$ cat src/rtl/tail_light_pkg.sv
// ----------------------------------------------------------------------------
// tail_light_pkg
//   Shared types and constants for the Thunderbird tail-light sequencer.
//   - state_e   : sequencer states (idle, three left steps, three right
//                 steps, hazard)
//   - LAMP_*    : lamp bar patterns, bit 0 innermost lamp
//   - seq_lamp  : helper giving the turning-side pattern for a sequence step
// ----------------------------------------------------------------------------
package tail_light_pkg;

    typedef enum logic [2:0] {
        IDLE,
        L1,
        L2,
        L3,
        R1,
        R2,
        R3,
        HAZ
    } state_e;

    localparam logic [2:0] LAMP_OFF = 3'b000;
    localparam logic [2:0] LAMP_1   = 3'b001;
    localparam logic [2:0] LAMP_2   = 3'b011;
    localparam logic [2:0] LAMP_3   = 3'b111;

    // Pattern shown on the turning side for a given state (L and R mirror).
    function automatic logic [2:0] seq_lamp(input state_e s);
        logic [2:0] p;
        p = LAMP_OFF;
        unique case (s)
            L1, R1:   p = LAMP_1;
            L2, R2:   p = LAMP_2;
            L3, R3:   p = LAMP_3;
            HAZ:      p = LAMP_3;
            default:  p = LAMP_OFF;
        endcase
        return p;
    endfunction

endpackage

$ cat src/rtl/sync2.sv
// ----------------------------------------------------------------------------
// sync2
//   Two-flop synchronizer for a single asynchronous switch input.
//   Ports:
//     clk   - system clock
//     reset - synchronous active-high reset, clears both flops
//     d     - asynchronous input
//     q     - synchronized output (2 clocks after d)
// ----------------------------------------------------------------------------
module sync2 (
    input  logic clk,
    input  logic reset,
    input  logic d,
    output logic q
);

    logic [1:0] ff_q;

    always_ff @(posedge clk) begin
        if (reset) begin
            ff_q <= '0;
        end else begin
            ff_q <= {ff_q[0], d};
        end
    end

    assign q = ff_q[1];

endmodule

$ cat src/rtl/tail_light_seq.sv
// ----------------------------------------------------------------------------
// tail_light_seq
//   Thunderbird tail-light sequencer. Divides the upstream tick by
//   TICKS_PER_STEP into lamp steps and runs turn / hazard / idle patterns on
//   three left and three right lamps.
//   Optional feature macro: TAIL_BRAKE_EN (adds the brake input; brake lights
//   the dark side(s) every cycle, except in hazard).
//   Ports:
//     clk     - system clock (same as divider)
//     reset   - synchronous active-high reset
//     tick    - one-cycle enable pulse from the divider
//     left    - left-turn switch (async)
//     right   - right-turn switch (async)
//     hazard  - hazard switch (async)
//     brake   - brake switch (async), only with TAIL_BRAKE_EN
//     l_lamp  - left lamps, bit 0 innermost (LA)
//     r_lamp  - right lamps, bit 0 innermost (RA)
//     step    - one-cycle pulse in the cycle after each lamp-step event
// ----------------------------------------------------------------------------
module tail_light_seq
    import tail_light_pkg::*;
#(
    parameter int unsigned TICKS_PER_STEP = 4
) (
    input  logic       clk,
    input  logic       reset,
    input  logic       tick,
    input  logic       left,
    input  logic       right,
    input  logic       hazard,
`ifdef TAIL_BRAKE_EN
    input  logic       brake,
`endif
    output logic [2:0] l_lamp,
    output logic [2:0] r_lamp,
    output logic       step
);

    localparam int unsigned PW = (TICKS_PER_STEP > 1) ? $clog2(TICKS_PER_STEP) : 1;

    // ------------------------------------------------------------------
    // Input synchronizers
    // ------------------------------------------------------------------
    logic left_s;
    logic right_s;
    logic hazard_s;

    sync2 u_sync_left   (.clk(clk), .reset(reset), .d(left),   .q(left_s));
    sync2 u_sync_right  (.clk(clk), .reset(reset), .d(right),  .q(right_s));
    sync2 u_sync_hazard (.clk(clk), .reset(reset), .d(hazard), .q(hazard_s));

`ifdef TAIL_BRAKE_EN
    logic brake_s;
    sync2 u_sync_brake  (.clk(clk), .reset(reset), .d(brake),  .q(brake_s));
`endif

    // ------------------------------------------------------------------
    // Prescaler
    // ------------------------------------------------------------------
    logic [PW-1:0] pcnt_q;
    logic [PW-1:0] pcnt_d;
    logic          step_evt;

    always_comb begin
        step_evt = tick && (pcnt_q == PW'(TICKS_PER_STEP - 1));
        pcnt_d   = pcnt_q;
        if (step_evt) begin
            pcnt_d = '0;
        end else if (tick) begin
            pcnt_d = pcnt_q + PW'(1);
        end
    end

    always_ff @(posedge clk) begin
        if (reset) begin
            pcnt_q <= '0;
        end else begin
            pcnt_q <= pcnt_d;
        end
    end

    // ------------------------------------------------------------------
    // FSM: state register
    // ------------------------------------------------------------------
    state_e state_q;
    state_e state_d;

    always_ff @(posedge clk) begin
        if (reset) begin
            state_q <= IDLE;
        end else begin
            state_q <= state_d;
        end
    end

    // ------------------------------------------------------------------
    // FSM: next state (moves only on a step event)
    // ------------------------------------------------------------------
    always_comb begin
        state_d = state_q;
        if (step_evt) begin
            unique case (state_q)
                IDLE: begin
                    if (hazard_s || (left_s && right_s)) begin
                        state_d = HAZ;
                    end else if (left_s) begin
                        state_d = L1;
                    end else if (right_s) begin
                        state_d = R1;
                    end else begin
                        state_d = IDLE;
                    end
                end
                L1:      state_d = L2;
                L2:      state_d = L3;
                L3:      state_d = IDLE;
                R1:      state_d = R2;
                R2:      state_d = R3;
                R3:      state_d = IDLE;
                HAZ:     state_d = IDLE;
                default: state_d = IDLE;
            endcase
        end
    end

    // ------------------------------------------------------------------
    // FSM: outputs. Lamps are derived from the next state so they change
    // on the same edge that ends the step-event cycle.
    // ------------------------------------------------------------------
    logic [2:0] l_lamp_d;
    logic [2:0] r_lamp_d;

    always_comb begin
        l_lamp_d = LAMP_OFF;
        r_lamp_d = LAMP_OFF;
        unique case (state_d)
            L1, L2, L3: l_lamp_d = seq_lamp(state_d);
            R1, R2, R3: r_lamp_d = seq_lamp(state_d);
            HAZ: begin
                l_lamp_d = LAMP_3;
                r_lamp_d = LAMP_3;
            end
            default: begin
                l_lamp_d = LAMP_OFF;
                r_lamp_d = LAMP_OFF;
            end
        endcase
`ifdef TAIL_BRAKE_EN
        // Brake lights whichever side is not sequencing; hazard already full.
        if (brake_s) begin
            unique case (state_d)
                IDLE: begin
                    l_lamp_d = LAMP_3;
                    r_lamp_d = LAMP_3;
                end
                L1, L2, L3: r_lamp_d = LAMP_3;
                R1, R2, R3: l_lamp_d = LAMP_3;
                default: ;
            endcase
        end
`endif
    end

    logic [2:0] l_lamp_q;
    logic [2:0] r_lamp_q;
    logic       step_q;

    always_ff @(posedge clk) begin
        if (reset) begin
            l_lamp_q <= LAMP_OFF;
            r_lamp_q <= LAMP_OFF;
            step_q   <= 1'b0;
        end else begin
            l_lamp_q <= l_lamp_d;
            r_lamp_q <= r_lamp_d;
            step_q   <= step_evt;
        end
    end

    assign l_lamp = l_lamp_q;
    assign r_lamp = r_lamp_q;
    assign step   = step_q;

endmodule

$ cat config.mk
export PLATFORM = sky130hd
export DESIGN_NAME = tail_light_seq
export DESIGN_NICKNAME = d
export VERILOG_FILES = /design/src/rtl/tail_light_pkg.sv /design/src/rtl/sync2.sv /design/src/rtl/tail_light_seq.sv
export SDC_FILE = /design/constraint.sdc
export NUM_CORES = 1
export LEC_CHECK = 0
export ABC_AREA = 1
export CAP_MARGIN = 20
export CORE_MARGIN = 3
export CORE_UTILIZATION = 45
export CTS_BUF_LIST = sky130_fd_sc_hd__clkbuf_4
export DETAILED_ROUTE_END_ITERATION = 8
export PLACE_DENSITY = 0.74
export SYNTH_ARGS = -nofsm -noshare
export SYNTH_HDL_FRONTEND = slang
export SYNTH_SLANG_ARGS = --single-unit
$ cat constraint.sdc
create_clock -name clk -period 1.9 [get_ports clk]
set_input_delay 0.475 -clock clk [delete_from_list [all_inputs] [get_ports clk]]
set_output_delay 0.475 -clock clk [all_outputs]
set_load 0.01 [all_outputs]
==> flow_summary.yaml, run 1 <==
final_layout:
  diodes: 0
  finish.net_count: 108
  postLayoutCellArea_um2: 823
  syn_to_final_growth_pct: 25.8
  layout-drive-gt1-share_pct: 12.0
synth:
  synth.area.mux_share_pct: 0
  synth-compound-area-share_pct: 5.16
  synth.cell_area_um2: 654
  synth_top_area_cells: "dfxtp_1 55%, nand2_1 10%, nor2_1 10%, inv_1 7.5%, nand2_2 4.8%"
  synthesis.yosys.warnings: 0
  syn_avg_cell_area_um2: 7.79
  netlist.area_leader.share_pct: 55.1
  async_flop_share_pct: 0
  yosys_most_used_dff: "dfxtp_1"
  net_count_after_synthesis: 91
  ys_seq_area_share_pct: 55.1
  synth_xor_xnor_area_share_pct: 1.34
  synth_enable_flop_cells: 0
  netlist.top_cell.by_area: "dfxtp_1"
  synth_common_cells: "18 x dfxtp_1, 18 x nand2_1, 18 x nor2_1, 13 x inv_1, 5 x nand2_2"
  postSynthCellCount: 84
  simple_gate_share_of_the_synthesized_area_pct: 27.3
  ys_ff_latch: 18
  synth_top_family_by_area: "simple AND/OR/NAND/NOR gates"
  post_synth_fa_ha_maj_area_fraction_pct: 1.91
  post_synth_num_cell_types: 16
place:
  dp_hpwl_um: 815
  total_of_buffers_placed_on_input_and_output_ports: 12
  globalplace.congestion: 0.759
  placement_cell_area_um2: 797
sta:
  slew_headroom_pct: 88.2
  hold_violations: 0
  finalSetupTns_ns: 0
  period_share_pct: 85.1
  peak_clock_frequency_supported_by_timing_ghz: 0.619
  period_needed_ns: 1.62
  setup_viol: 0
  final-max-slew-violation-count: 0
  grt_setup_unrepaired: "false"
  hold_slack_ns: 0.407
  worst_slew_pin_slew_ns: 0.176
  timing.clock.skew_ns: 0.00470
grt:
  grt.overflow.total: 0
  grt_max_degree: 13
  antenna_found_initial: 0
  first_global_vias: 478
  grt_first_pass_wirelength_um: 1840
  globalRouteTotalUtil_pct: 12.9
drt:
  total_iterations_of_the_first_detailed_routing_run: 4
  drc_errors: 0
  drt_iter0_markers: 9
  detail_route.wirelength_um: 1060
  ant_nets: 0
  post_drt_via_cell_ratio: 4.50
  via_count_of_the_routed_design: 518
  detail_route.wl_per_cell_um: 9.17
die:
  boundaryPins: 13
  die_w_um: 44.1
  initial_core_util_pct: 49.1
  placement_rows: 13
  chipHeight_um: 44.1
  design.die.area_um2: 1950
  core_area_um2: 1330
clocking:
  postCtsSetupRepairBufs: 0
  cts-hold-fix-buffers: 0
  clk-insertion-delay-late_ns: 0.28
  clk_root_buffer_cell: "clkbuf_4"
  clock_tree_from_tritoncts: "yes"
  cts_sinks: 18
  ctsHtreeMaxLevel: 1
  ctsResizeCount: 0
  ctsLongestPathBuffers: 2
  clk_pin_slew_worst_paths_ns: 0.09
  numCtsBuffers: 3
worst_hold_path:
  hold_path_depth: 2
  hold_path_class: "reg2reg"
setup_path:
  critPathMaxStageDelay_ns: 0.53
  critical_path.endpoint_type: "output port"
  cp.required_ns: 1.42
  critical_path_cell_count: 1
  cpLargestDelayFamily: "buffers and inverters"
  arrival_ns: 1.14
  crit_path_cell_trace: "clkdlybuf4s50_1"
  timing.critical_path.from_type: "flip-flop"
  timing.setup.critical_path_class: "reg2out"
  crit_slowest_cell: "clkdlybuf4s50_1"
  number_of_cell_instances_on_the_worst_register_to_register_path: 8
  crit_buf_inv: 1
  critPathMaxFanout: 1
power:
  ratio_of_total_power_to_cell_area_nw_per_um2: 748
  leakage_nw: 0.412
  worst_ir_drop_vdd_uv: 523
run:
  cap_violations: 0
outcome:
  run_status: "finished, final reports clean"
## worst paths after layout
path / from / endpoint / slack, ns
worst max-delay path: r_lamp[0]$_SDFF_PP0_ / r_lamp[0] / 0.28
worst min-delay path: u_sync_right.ff_q[0]$_SDFF_PP0_ / u_sync_right.ff_q[1]$_SDFF_PP0_ / 0.41
worst max register to register: pcnt_q[0]$_SDFFE_PP0P_ / l_lamp[1]$_SDFF_PP0_ / 0.68
worst min register to register: u_sync_right.ff_q[0]$_SDFF_PP0_ / u_sync_right.ff_q[1]$_SDFF_PP0_ / 0.41
## cell usage in the layout (no fill, tap or decap)
cell type        instances
clkinv_1                 1
clkdlybuf4s50_1         12
inv_1                   13
dfxtp_1                 18
nor2_1                  18
a21oi_2                  1
xnor2_1                  1
nand2_2                  5
ha_1                     1
a21oi_1                  1
o21ai_1                  1
o211ai_1                 1
buf_4                    1
a211oi_1                 1
nand2_1                 18
nand3b_1                 1
inv_2                    2
clkbuf_4                 3
nor3_1                   1
## cell families after synthesis
kind of cell | after synthesis
xor gates and xnor gates | 1
DFF | 18
buffers and inverters | 16
AOI/OAI and AO/OA | 5
adders and majority gates | 1
and+or+nand+nor | 43
## flip-flops by register name, summed over array words and instances, names as in the netlist
| signal | count |
|---|---|
| state_q | 3 |
| r_lamp | 3 |
| pcnt_q | 2 |
| step | 1 |
| u_sync_hazard.ff_q | 2 |
| u_sync_right.ff_q | 2 |
| l_lamp | 3 |
| u_sync_left.ff_q | 2 |
## through the flow
stage	setup slack, ns	instances	util, %	power (W)
after floorplan	0.798	84	-	0.000424
after global routing	0.242	115	61.7	0.000649
after global placement	0.175	111	59.8	0.000442
after CTS	0.272	115	61.7	0.000626
final	0.284	115	61.7	0.000616
after detailed placement	0.130	111	59.8	0.000444
## layout make-up
type	instances	area, µm²
repair buffers	13	128
inverters	15	56.3
clock buffers	3	22.5
fillers	132	510
flip-flops and latches	18	360
well taps	15	18.8
multi-input cells	50	234
clock inverters	1	3.75
## worst min-delay path: cells and delay by family (launching register included)
kind,cells,cell delay (ns)
buffers and inverters,1,0.04
DFF,1,0.31
and+or+nand+nor,1,0.03
## report_power, final
group	switching [W]	leakage, nW	total (W)	internal (W)
clock network	0.000105	0.0154	0.000181	0.0000762
logic	0.0000193	0.250	0.0000414	0.0000221
registers	0.00000523	0.147	0.000393	0.000388
total	0.000129	0.412	0.000616	0.000486
## per-layer routing
metal / track usage, % / routed length (µm) / up-vias
met2: 20.1 / 506 / 10
li1: - / - / 279
met1: 16.0 / 488 / 227
met3: 2.44 / 46 / 2
met5: 0 / 0 / -
met4: 9.04 / 13 / 0
Power figures use the tool's default switching activity.
==> run 2, diff against run 1 <==
--- a/config.mk
+++ b/config.mk
@@ -12,6 +12,7 @@
 export CTS_BUF_LIST = sky130_fd_sc_hd__clkbuf_4
 export DETAILED_ROUTE_END_ITERATION = 8
 export PLACE_DENSITY = 0.74
+export SLEW_MARGIN = 20
 export SYNTH_ARGS = -nofsm -noshare
 export SYNTH_HDL_FRONTEND = slang
 export SYNTH_SLANG_ARGS = --single-unit
==> constraint.sdc (replaced) <==
create_clock -name clk -period 1.9 [get_ports clk]
set_input_delay 0.475 -clock clk [delete_from_list [all_inputs] [get_ports clk]]
set_output_delay 0.475 -clock clk [all_outputs]
set_load 0.05 [all_outputs]
==> run 2 against run 1 <==
  * Via count is 2.1% lower
  * Utilization fell by 1.3 points
  * Wire length is 3.2% lower
  * Setup slack improved by 0.13 ns
  * Global-route usage shrank 0.33 points
  * Critical path depth rose by 7
  * Register-to-register slack hardly changed
  * Worst hold slack got worse by 0.00055 ns
  * Sequential share of layout area up 0.95 points
  * Non-clock buffer count did not move
  * Sequential power about the same
  * Largest cell class unchanged
  * Highest routed layer unchanged
==> flow_summary.yaml, run 2 (synthesis results as in run 1) <==
die:
  boundaryPins: 13
  design.die.area_um2: 1950
  placement_rows: 13
  initial_core_util_pct: 49.1
  die_w_um: 44.1
  chipHeight_um: 44.1
  core_area_um2: 1330
drt:
  via_count_of_the_routed_design: 507
  detail_route.wl_per_cell_um: 8.88
  ant_nets: 0
  post_drt_via_cell_ratio: 4.41
  drc_errors: 0
  total_iterations_of_the_first_detailed_routing_run: 3
  drt_iter0_markers: 5
  detail_route.wirelength_um: 1020
grt:
  first_global_vias: 447
  grt_first_pass_wirelength_um: 1760
  grt_max_degree: 13
  antenna_found_initial: 0
  globalRouteTotalUtil_pct: 12.6
  grt.overflow.total: 0
final_layout:
  fillerInstances: 135
  diodes: 0
  post_layout_nonfiller_instances: 115
  layout-drive-gt1-share_pct: 19.0
  final_core_util_pct: 60.4
  finish.net_count: 108
  syn_to_final_growth_pct: 23.1
  highest_count_cells_in_the_layout_ignoring_fill_and_taps: "18 x nor2_1, 18 x nand2_1, 18 x dfxtp_1"
run:
  cap_violations: 0
setup_path:
  timing.critical_path.from_type: "input pin"
  crit_path_cell_trace: "clkdlybuf4s50_1, nand2_2, inv_1, o211ai_1, nand2_1, inv_2, nor2_1, nor2_1"
  cp.required_ns: 2.09
  critical_path.most_common_cell: "nor2_1"
  critical_path.endpoint_type: "flip-flop"
  arrival_ns: 1.68
  timing.setup.critical_path_class: "in2reg"
  critPathMaxStageDelay_ns: 0.55
  critPathMaxFanout: 7
  crit_slowest_cell: "clkdlybuf4s50_1"
sta:
  peak_clock_frequency_supported_by_timing_ghz: 0.671
  period_needed_ns: 1.49
  final-max-slew-violation-count: 0
  setup_viol: 0
  timing.clock.skew_ns: 0.00719
  finalSetupTns_ns: 0
  grt_setup_unrepaired: "false"
  period_share_pct: 78.4
  worst_slew_pin_slew_ns: 0.176
  slew_headroom_pct: 88.2
  hold_violations: 0
place:
  dp_hpwl_um: 787
  numPlacedInstances: 111
  globalplace.congestion: 0.759
  total_of_buffers_placed_on_input_and_output_ports: 12
clocking:
  cts_sinks: 18
  postCtsSetupRepairBufs: 0
  ctsLongestPathBuffers: 2
  clk_root_buffer_cell: "clkbuf_4"
  ctsResizeCount: 0
  cts-hold-fix-buffers: 0
  clock_tree_from_tritoncts: "yes"
  ctsHtreeMaxLevel: 1
  clk-insertion-delay-late_ns: 0.28
  numCtsBuffers: 3
  clk_pin_slew_worst_paths_ns: 0.10
power:
  worst_ir_drop_vdd_uv: 481
  totalPowerFinal_w: 0.000616
  leakage_nw: 0.427
  ratio_of_total_power_to_cell_area_nw_per_um2: 764
outcome:
  run_status: "finished, final reports clean"
worst_hold_path:
  hold_path_class: "reg2reg"
==> run 2: cell types whose count changed in the layout (fill, tap and decap cells not counted), sizes merged <==
cell / change
clkdlybuf4s50: -7
buf: +7
==> run 2: power breakdown <==
part	leakage, nW	switching, W	internal, W
Sequential	0.147	0.00000514	0.000388
Combinational	0.265	0.0000206	0.0000218
Clock	0.0154	0.000104	0.0000761
==> run 2: worst paths after layout <==
check / startpoint / endpoint / slack [ns] / depth (start not counted)
max: tick / l_lamp[1]$_SDFF_PP0_ / 0.41 / 8
min: u_sync_right.ff_q[0]$_SDFF_PP0_ / u_sync_right.ff_q[1]$_SDFF_PP0_ / 0.41 / 2
max reg2reg: pcnt_q[0]$_SDFFE_PP0P_ / l_lamp[1]$_SDFF_PP0_ / 0.67 / 8
min reg2reg: u_sync_right.ff_q[0]$_SDFF_PP0_ / u_sync_right.ff_q[1]$_SDFF_PP0_ / 0.41 / 2
==> run 2: area by class of cell <==
class,count,area [µm²],area share (%)
clock buffers,3,22.5,2.80
clock inverters,1,3.75,0.466
inverters,15,56.3,6.99
multi-input cells,50,234,29.0
flip-flops and latches,18,360,44.7
well taps,15,18.8,2.33
repair buffers,13,110,13.7
==> run 2: worst max-delay path: cells and delay by family <==
kind / cells / cell delay (ns)
compound gates: 1 / 0.09
buf+inv: 3 / 0.75
simple gates: 4 / 0.36
==> run 2: routing by layer <==
metal / track usage, % / wire length [µm] / part of all wire, % / up-vias
li1: - / - / - / 281
met1: 15.8 / 509 / 50 / 215
met2: 18.3 / 458 / 45 / 9
met3: 2.44 / 40 / 3.9 / 2
met4: 10.8 / 14 / 1.4 / 0
met5: 0 / 0 / 0 / -
==> run 2: metrics by stage <==
| step | hold WS, ns | cell area, µm² | setup slack (ns) |
|---|---|---|---|
| floorplan | 0.388 | 654 | 0.798 |
| global placement | 0.391 | 779 | 0.175 |
| detailed placement | 0.395 | 779 | 0.112 |
| CTS | 0.408 | 806 | 0.426 |
| global route | 0.434 | 806 | 0.331 |
| finish | 0.406 | 806 | 0.411 |
